<file path="src/rtl/remote_player_pkt_decoder.sv">
// Parses UART RX bytes into remote player x/y/level, buffers accepted packets and commits them on frame_tick.
// Optional CHK byte support is enabled by defining REMOTE_PKT_CHKSUM_EN.
module remote_player_pkt_decoder #(
  parameter logic [7:0] HEADER_BYTE      = 8'hA5,
  parameter int         BYTE_TIMEOUT_CYC = 65000,
  parameter int         LINK_TIMEOUT_FR  = 60
) (
  input  logic        clk,
  input  logic        rst,
  input  logic [7:0]  rx_data,
  input  logic        rx_valid,
  input  logic        frame_tick,
  output logic [11:0] x_value,
  output logic [11:0] y_value,
  output logic [1:0]  level_remote,
  output logic        remote_active,
  output logic        pkt_stb,
  output logic [7:0]  pkt_err_cnt,
  output logic [2:0]  dbg_state
);

  // rx_valid is a one-cycle strobe with no back-pressure: every byte seen with rx_valid=1 is consumed that cycle.
  localparam int GAP_W  = $clog2(BYTE_TIMEOUT_CYC + 1);
  localparam int MISS_W = $clog2(LINK_TIMEOUT_FR + 1);

  typedef enum logic [2:0] {
    S_IDLE = 3'd0,
    S_X_HI = 3'd1,
    S_X_LO = 3'd2,
    S_Y_HI = 3'd3,
    S_Y_LO = 3'd4,
    S_LVL  = 3'd5
`ifdef REMOTE_PKT_CHKSUM_EN
    , S_CHK = 3'd6
`endif
  } state_t;

  state_t              state_q, state_d;
  logic [GAP_W-1:0]    gap_q, gap_d, gap_inc;
  logic [11:0]         asm_x_q, asm_x_d, asm_y_q, asm_y_d;
  logic [11:0]         shadow_x_q, shadow_x_d, shadow_y_q, shadow_y_d;
  logic [1:0]          shadow_lvl_q, shadow_lvl_d;
  logic                pending_q, pending_d;
  logic [11:0]         x_q, x_d, y_q, y_d;
  logic [1:0]          lvl_q, lvl_d;
  logic                active_q, active_d;
  logic                stb_q, stb_d;
  logic [7:0]          err_q, err_d;
  logic [MISS_W-1:0]   miss_q, miss_d;
  logic                byte_timeout, pkt_reject, pkt_accept;
  logic [1:0]          accept_lvl;
`ifdef REMOTE_PKT_CHKSUM_EN
  logic [1:0]          asm_lvl_q, asm_lvl_d;
  logic [7:0]          chk_q, chk_d;
  assign accept_lvl = asm_lvl_q;
`else
  assign accept_lvl = rx_data[1:0];
`endif

  always_ff @(posedge clk) begin
    if (rst) begin
      state_q      <= S_IDLE;
      gap_q        <= '0;
      asm_x_q      <= '0;
      asm_y_q      <= '0;
      shadow_x_q   <= '0;
      shadow_y_q   <= '0;
      shadow_lvl_q <= '0;
      pending_q    <= 1'b0;
      x_q          <= '0;
      y_q          <= '0;
      lvl_q        <= '0;
      active_q     <= 1'b0;
      stb_q        <= 1'b0;
      err_q        <= '0;
      miss_q       <= '0;
`ifdef REMOTE_PKT_CHKSUM_EN
      asm_lvl_q    <= '0;
      chk_q        <= '0;
`endif
    end else begin
      state_q      <= state_d;
      gap_q        <= gap_d;
      asm_x_q      <= asm_x_d;
      asm_y_q      <= asm_y_d;
      shadow_x_q   <= shadow_x_d;
      shadow_y_q   <= shadow_y_d;
      shadow_lvl_q <= shadow_lvl_d;
      pending_q    <= pending_d;
      x_q          <= x_d;
      y_q          <= y_d;
      lvl_q        <= lvl_d;
      active_q     <= active_d;
      stb_q        <= stb_d;
      err_q        <= err_d;
      miss_q       <= miss_d;
`ifdef REMOTE_PKT_CHKSUM_EN
      asm_lvl_q    <= asm_lvl_d;
      chk_q        <= chk_d;
`endif
    end
  end

  // Inter-byte gap: abort fires on the cycle the count reaches the limit, unless a byte arrives then.
  always_comb begin
    gap_inc      = gap_q + GAP_W'(1);
    gap_d        = '0;
    byte_timeout = 1'b0;
    if (state_q != S_IDLE && !rx_valid) begin
      if (gap_inc == GAP_W'(BYTE_TIMEOUT_CYC)) byte_timeout = 1'b1;
      else                                      gap_d        = gap_inc;
    end
  end

  always_comb begin
    state_d    = state_q;
    pkt_reject = 1'b0;
    pkt_accept = 1'b0;
    if (byte_timeout) begin
      state_d = S_IDLE;
    end else if (rx_valid) begin
      unique case (state_q)
        S_IDLE: if (rx_data == HEADER_BYTE) state_d = S_X_HI;
        S_X_HI: begin
          if (rx_data[7:4] != 4'h0) begin pkt_reject = 1'b1; state_d = S_IDLE; end
          else state_d = S_X_LO;
        end
        S_X_LO: state_d = S_Y_HI;
        S_Y_HI: begin
          if (rx_data[7:4] != 4'h0) begin pkt_reject = 1'b1; state_d = S_IDLE; end
          else state_d = S_Y_LO;
        end
        S_Y_LO: state_d = S_LVL;
        S_LVL: begin
          if (rx_data[7:2] != 6'h0) begin
            pkt_reject = 1'b1;
            state_d    = S_IDLE;
          end else begin
`ifdef REMOTE_PKT_CHKSUM_EN
            state_d = S_CHK;
`else
            pkt_accept = 1'b1;
            state_d    = S_IDLE;
`endif
          end
        end
`ifdef REMOTE_PKT_CHKSUM_EN
        S_CHK: begin
          if (rx_data != chk_q) pkt_reject = 1'b1;
          else                  pkt_accept = 1'b1;
          state_d = S_IDLE;
        end
`endif
        default: state_d = S_IDLE;
      endcase
    end
  end

  always_comb begin
    asm_x_d      = asm_x_q;
    asm_y_d      = asm_y_q;
    shadow_x_d   = shadow_x_q;
    shadow_y_d   = shadow_y_q;
    shadow_lvl_d = shadow_lvl_q;
    pending_d    = pending_q;
    x_d          = x_q;
    y_d          = y_q;
    lvl_d        = lvl_q;
    active_d     = active_q;
    stb_d        = 1'b0;
    err_d        = err_q;
    miss_d       = miss_q;
`ifdef REMOTE_PKT_CHKSUM_EN
    asm_lvl_d    = asm_lvl_q;
    chk_d        = chk_q;
`endif
    if (rx_valid) begin
      case (state_q)
        S_X_HI: asm_x_d[11:8] = rx_data[3:0];
        S_X_LO: asm_x_d[7:0]  = rx_data;
        S_Y_HI: asm_y_d[11:8] = rx_data[3:0];
        S_Y_LO: asm_y_d[7:0]  = rx_data;
        default: ;
      endcase
`ifdef REMOTE_PKT_CHKSUM_EN
      if (state_q == S_X_HI) chk_d = rx_data;
      else                   chk_d = chk_q ^ rx_data;
      if (state_q == S_LVL)  asm_lvl_d = rx_data[1:0];
`endif
    end
    if ((pkt_reject || byte_timeout) && err_q != 8'hFF) err_d = err_q + 8'd1;
    // The tick commits the pre-accept shadow; a same-cycle accept stays pending for the next tick.
    if (frame_tick) begin
      if (pending_q) begin
        x_d       = shadow_x_q;
        y_d       = shadow_y_q;
        lvl_d     = shadow_lvl_q;
        stb_d     = 1'b1;
        active_d  = 1'b1;
        miss_d    = '0;
        pending_d = 1'b0;
      end else begin
        if (miss_q != MISS_W'(LINK_TIMEOUT_FR)) miss_d = miss_q + MISS_W'(1);
        if (miss_d == MISS_W'(LINK_TIMEOUT_FR)) active_d = 1'b0;
      end
    end
    if (pkt_accept) begin
      shadow_x_d   = asm_x_q;
      shadow_y_d   = asm_y_q;
      shadow_lvl_d = accept_lvl;
      pending_d    = 1'b1;
    end
  end

  assign x_value       = x_q;
  assign y_value       = y_q;
  assign level_remote  = lvl_q;
  assign remote_active = active_q;
  assign pkt_stb       = stb_q;
  assign pkt_err_cnt   = err_q;
  assign dbg_state     = state_q;

endmodule

</file>
<file path="config.mk">
export PLATFORM = sky130hd
export DESIGN_NAME = remote_player_pkt_decoder
export DESIGN_NICKNAME = d
export VERILOG_FILES = /design/src/rtl/remote_player_pkt_decoder.sv
export SDC_FILE = /design/constraint.sdc
export NUM_CORES = 1
export LEC_CHECK = 0
export CORE_AREA = 2 2 126 128
export CTS_CLUSTER_DIAMETER = 60
export CTS_CLUSTER_SIZE = 24
export DETAILED_ROUTE_END_ITERATION = 8
export DIE_AREA = 0 0 128 130
export PLACE_DENSITY = 0.51
export SLEW_MARGIN = 20
export SYNTH_ARGS = -nofsm -noshare
export SYNTH_HDL_FRONTEND = slang
export SYNTH_SLANG_ARGS = --single-unit
</file>
<file path="constraint.sdc">
create_clock -name clk -period 4.56 [get_ports clk]
set_clock_uncertainty 0.1 [all_clocks]
set_input_delay 0.912 -clock clk [delete_from_list [all_inputs] [get_ports clk]]
set_output_delay 0.912 -clock clk [all_outputs]
set_load 0.05 [all_outputs]
</file>
==> out/metrics.csv <==
metric,value,unit
status,"complete, no violations",
crit_buf_inv,1,
synth_largest_area_cell,dfxtp_1,
cp-start-kind,input pin,
path_class,input pin to register,
holdPathEnd,shadow_x_q[2]$_SDFFE_PP0P_,
yosys.area.top_type_share,49.7,%
rsz0062_at_grt,no,
leakagePower,0.00188,uW
worst_pin_slew,892,ps
synthMostInstantiatedCell,dfxtp_1,
antenna_found_initial,0,
clkPwrFrac,44.0,%
crit_fanout,26,
cts_sinks,112,
syn-instance-count,497,
layout.nets,550,
combPwrFrac,2.5,%
synth-seq-area-share,49.7,%
hold_path_depth,2,
grt_pass1_vias,3351,
port_buffers,50,
ys_async_sr_fraction,0,%
grt_pass1_wl,16900,um
timing.setup.tns,0,ps
area_growth,21.4,%
cp_data_required_time,4740,ps
fmax,0.323,GHz
core_area,15400,um2
dieWidth,128,um
ios,51,
drive_above_1_share,5.95,%
switchingPower,408,uW
post_cts_resize_count,0,
syn_nets,514,
ys_warn_count,0,
die-area,16600,um2
yosysUniqueCellTypes,57,
crit_path_top_delay_cell,and4_1,
cap_viol_max_count,0,
grt_use_total,12.8,%
grt_max_degree,68,
r2r_cells,7,
avgSynthCellArea,9.07,um2
drcViolationCount,0,
hold_violations,0,
period_share,67.9,%
path_cells,clkdlybuf4s50_1 > nor4_1 > nor2b_1 > and4_1 > nand2_1 > a21oi_1,
ys.flop_type,dfxtp_1,
synthTopCellsByArea,"dfxtp_1 (50%), mux2i_1 (5.8%), nand2_1 (5.7%)",
switching_share,22.2,%
seqPwrFrac,53.5,%
hp-class,register to register,
initial_core_util,29.2,%
postRouteWirelength,10200,um
via_per_inst,4.90,
min_from,asm_x_q[2]$_SDFFE_PP0P_,
cts_max_path_buffers,2,
regToRegSetupSlack,1650,ps
drv_slew,0,
slew_headroom,40.5,%
tritoncts,done,
power_density,335,nW/um2
rows,46,
clk_pin_slew,80,ps
p_int,1430,uW
cp.arrival,3270,ps
antenna_cells,0,
clock_latency,360,ps
synth_edf_count,0,
gr-total-overflow,0,
dp_hpwl,6860,um
cts_root_buffer,clkbuf_16,
dieHeight,130,um
worstSetupEndpointType,register,
crit_family,simple AND/OR/NAND/NOR gates,
cts_buffers,9,
synth_area,4510,um2
fin_crit,3090,ps
wire_per_inst,14.0,um
hold_buffers,0,
stdcell_area,5480,um2
postRouteAntennaNets,0,
postCtsSetupRepairBufs,0,
drtIter0Drc,222,
vias,3575,
gp_congestion,0.827,
peakVddDrop,0.194,mV
max_stage_delay,820,ps
drt_first_pass_iters,4,
rr_endpoint,pkt_err_cnt[3]$_SDFFE_PP0P_,
r2r_start,gap_q[0]$_SDFF_PP0_,
placed_cell_area,5170,um2
setup_viol,0,
synth_common_cells,"dfxtp_1 (112), nand2_1 (69), nor2_1 (58)",
synth_seq_cells,112,
cts_max_level,3,
total_power,1830,uW
## per-layer routing
| metal | vias up | GRT usage (%) | part of all wire, % |
|---|---|---|---|
| li1 | 1820 | - | - |
| met1 | 1691 | 16.6 | 49 |
| met2 | 56 | 20.0 | 45 |
| met3 | 8 | 4.72 | 4.4 |
| met4 | 0 | 3.88 | 1.2 |
| met5 | - | 0 | 0 |
## cells in the final DEF, fill, tap and decap left out, types with 2 or more instances in the layout
cell type,Yosys,final
a211oi_1,7,7
a21oi_1,40,39
a21oi_2,1,2
a22o_1,26,26
a31o_1,3,3
a31oi_1,3,3
and3_1,9,8
buf_4,1,5
clkbuf_16,0,9
clkdlybuf4s50_1,0,49
dfxtp_1,112,112
ha_1,5,5
inv_1,9,9
inv_6,0,3
mux2i_1,26,26
nand2_1,69,69
nand3_1,12,12
nand3b_1,4,4
nand4_1,7,7
nor2_1,58,58
nor2b_1,5,5
nor3_1,6,6
nor4_1,3,3
o211a_1,2,2
o21ai_0,5,5
o21ai_1,4,4
o31a_1,2,2
o41ai_1,2,2
or2_1,2,2
or3_1,4,4
xnor2_1,6,6
xor2_1,10,10
## cells by family (layout without fill, tap and decap cells)
kind of cell    count (synthesis)  count (layout)  synth area share, %
fa+ha+maj                       5               5                 1.39
buf+inv                        40              81                 3.63
mux                            26              26                 5.77
xor+xnor                       16              16                 3.11
simple gates                  191             191                 19.6
flops                         112             112                 49.7
compound gates                107             107                 16.8
## registers in the layout (all words and copies together), names as in the netlist
name	count
asm_x_q	12
asm_y_q	12
dbg_state	3
gap_q	16
level_remote	2
miss_q	6
pending_q	1
pkt_err_cnt	8
pkt_stb	1
remote_active	1
shadow_lvl_q	2
shadow_x_q	12
shadow_y_q	12
x_value	12
y_value	12
## power by group through the flow
stage | clock network (uW) | logic, uW | registers (uW)
2_1_floorplan | 0 | 22.0 | 1000
3_3_place_gp | 0 | 45.4 | 1000
3_5_place_dp | 0 | 46.4 | 1000
4_1_cts | 832 | 46.5 | 980
5_1_grt | 876 | 51.0 | 981
6_report | 807 | 46.5 | 981
## metrics by stage
step | worst slack (ps) | hold slack, ps | utilization [%] | cells
4_1_cts | 1470 | 357 | 35.5 | 730
2_1_floorplan | 1940 | 331 | - | 497
3_3_place_gp | 1170 | 340 | 33.5 | 714
5_1_grt | 1230 | 378 | 35.5 | 730
3_5_place_dp | 1110 | 346 | 33.5 | 714
6_report | 1470 | 355 | 35.5 | 730
## worst max path at each step
stage / from / end / slack, ps / cells after the start
after floorplan: gap_q[0]$_SDFF_PP0_ / pkt_err_cnt[4]$_SDFFE_PP0P_ / 1940 / 8
after global placement: rx_data[4] / shadow_x_q[6]$_SDFFE_PP0P_ / 1170 / 6
after detailed placement: rx_data[4] / shadow_x_q[6]$_SDFFE_PP0P_ / 1110 / 6
after CTS: rx_data[4] / shadow_x_q[6]$_SDFFE_PP0P_ / 1470 / 6
after global routing: rx_data[4] / shadow_y_q[11]$_SDFFE_PP0P_ / 1230 / 6
final: rx_data[4] / shadow_x_q[6]$_SDFFE_PP0P_ / 1470 / 6
## worst min-delay path, cell delays in order (launching register included)
cell	delay, ps
dfxtp_1	310
nand2_1	60
a21oi_1	50
## layout make-up
type,count,area [um2]
sequential,112,2240
tap,192,240
timing repair buffer,55,533
fill,1613,9950
clock buffer,9,225
multi-input combinational,345,2120
inverter,10,37.5
clock inverter,7,77.6
No activity file was read; power rests on OpenSTA's default activity.
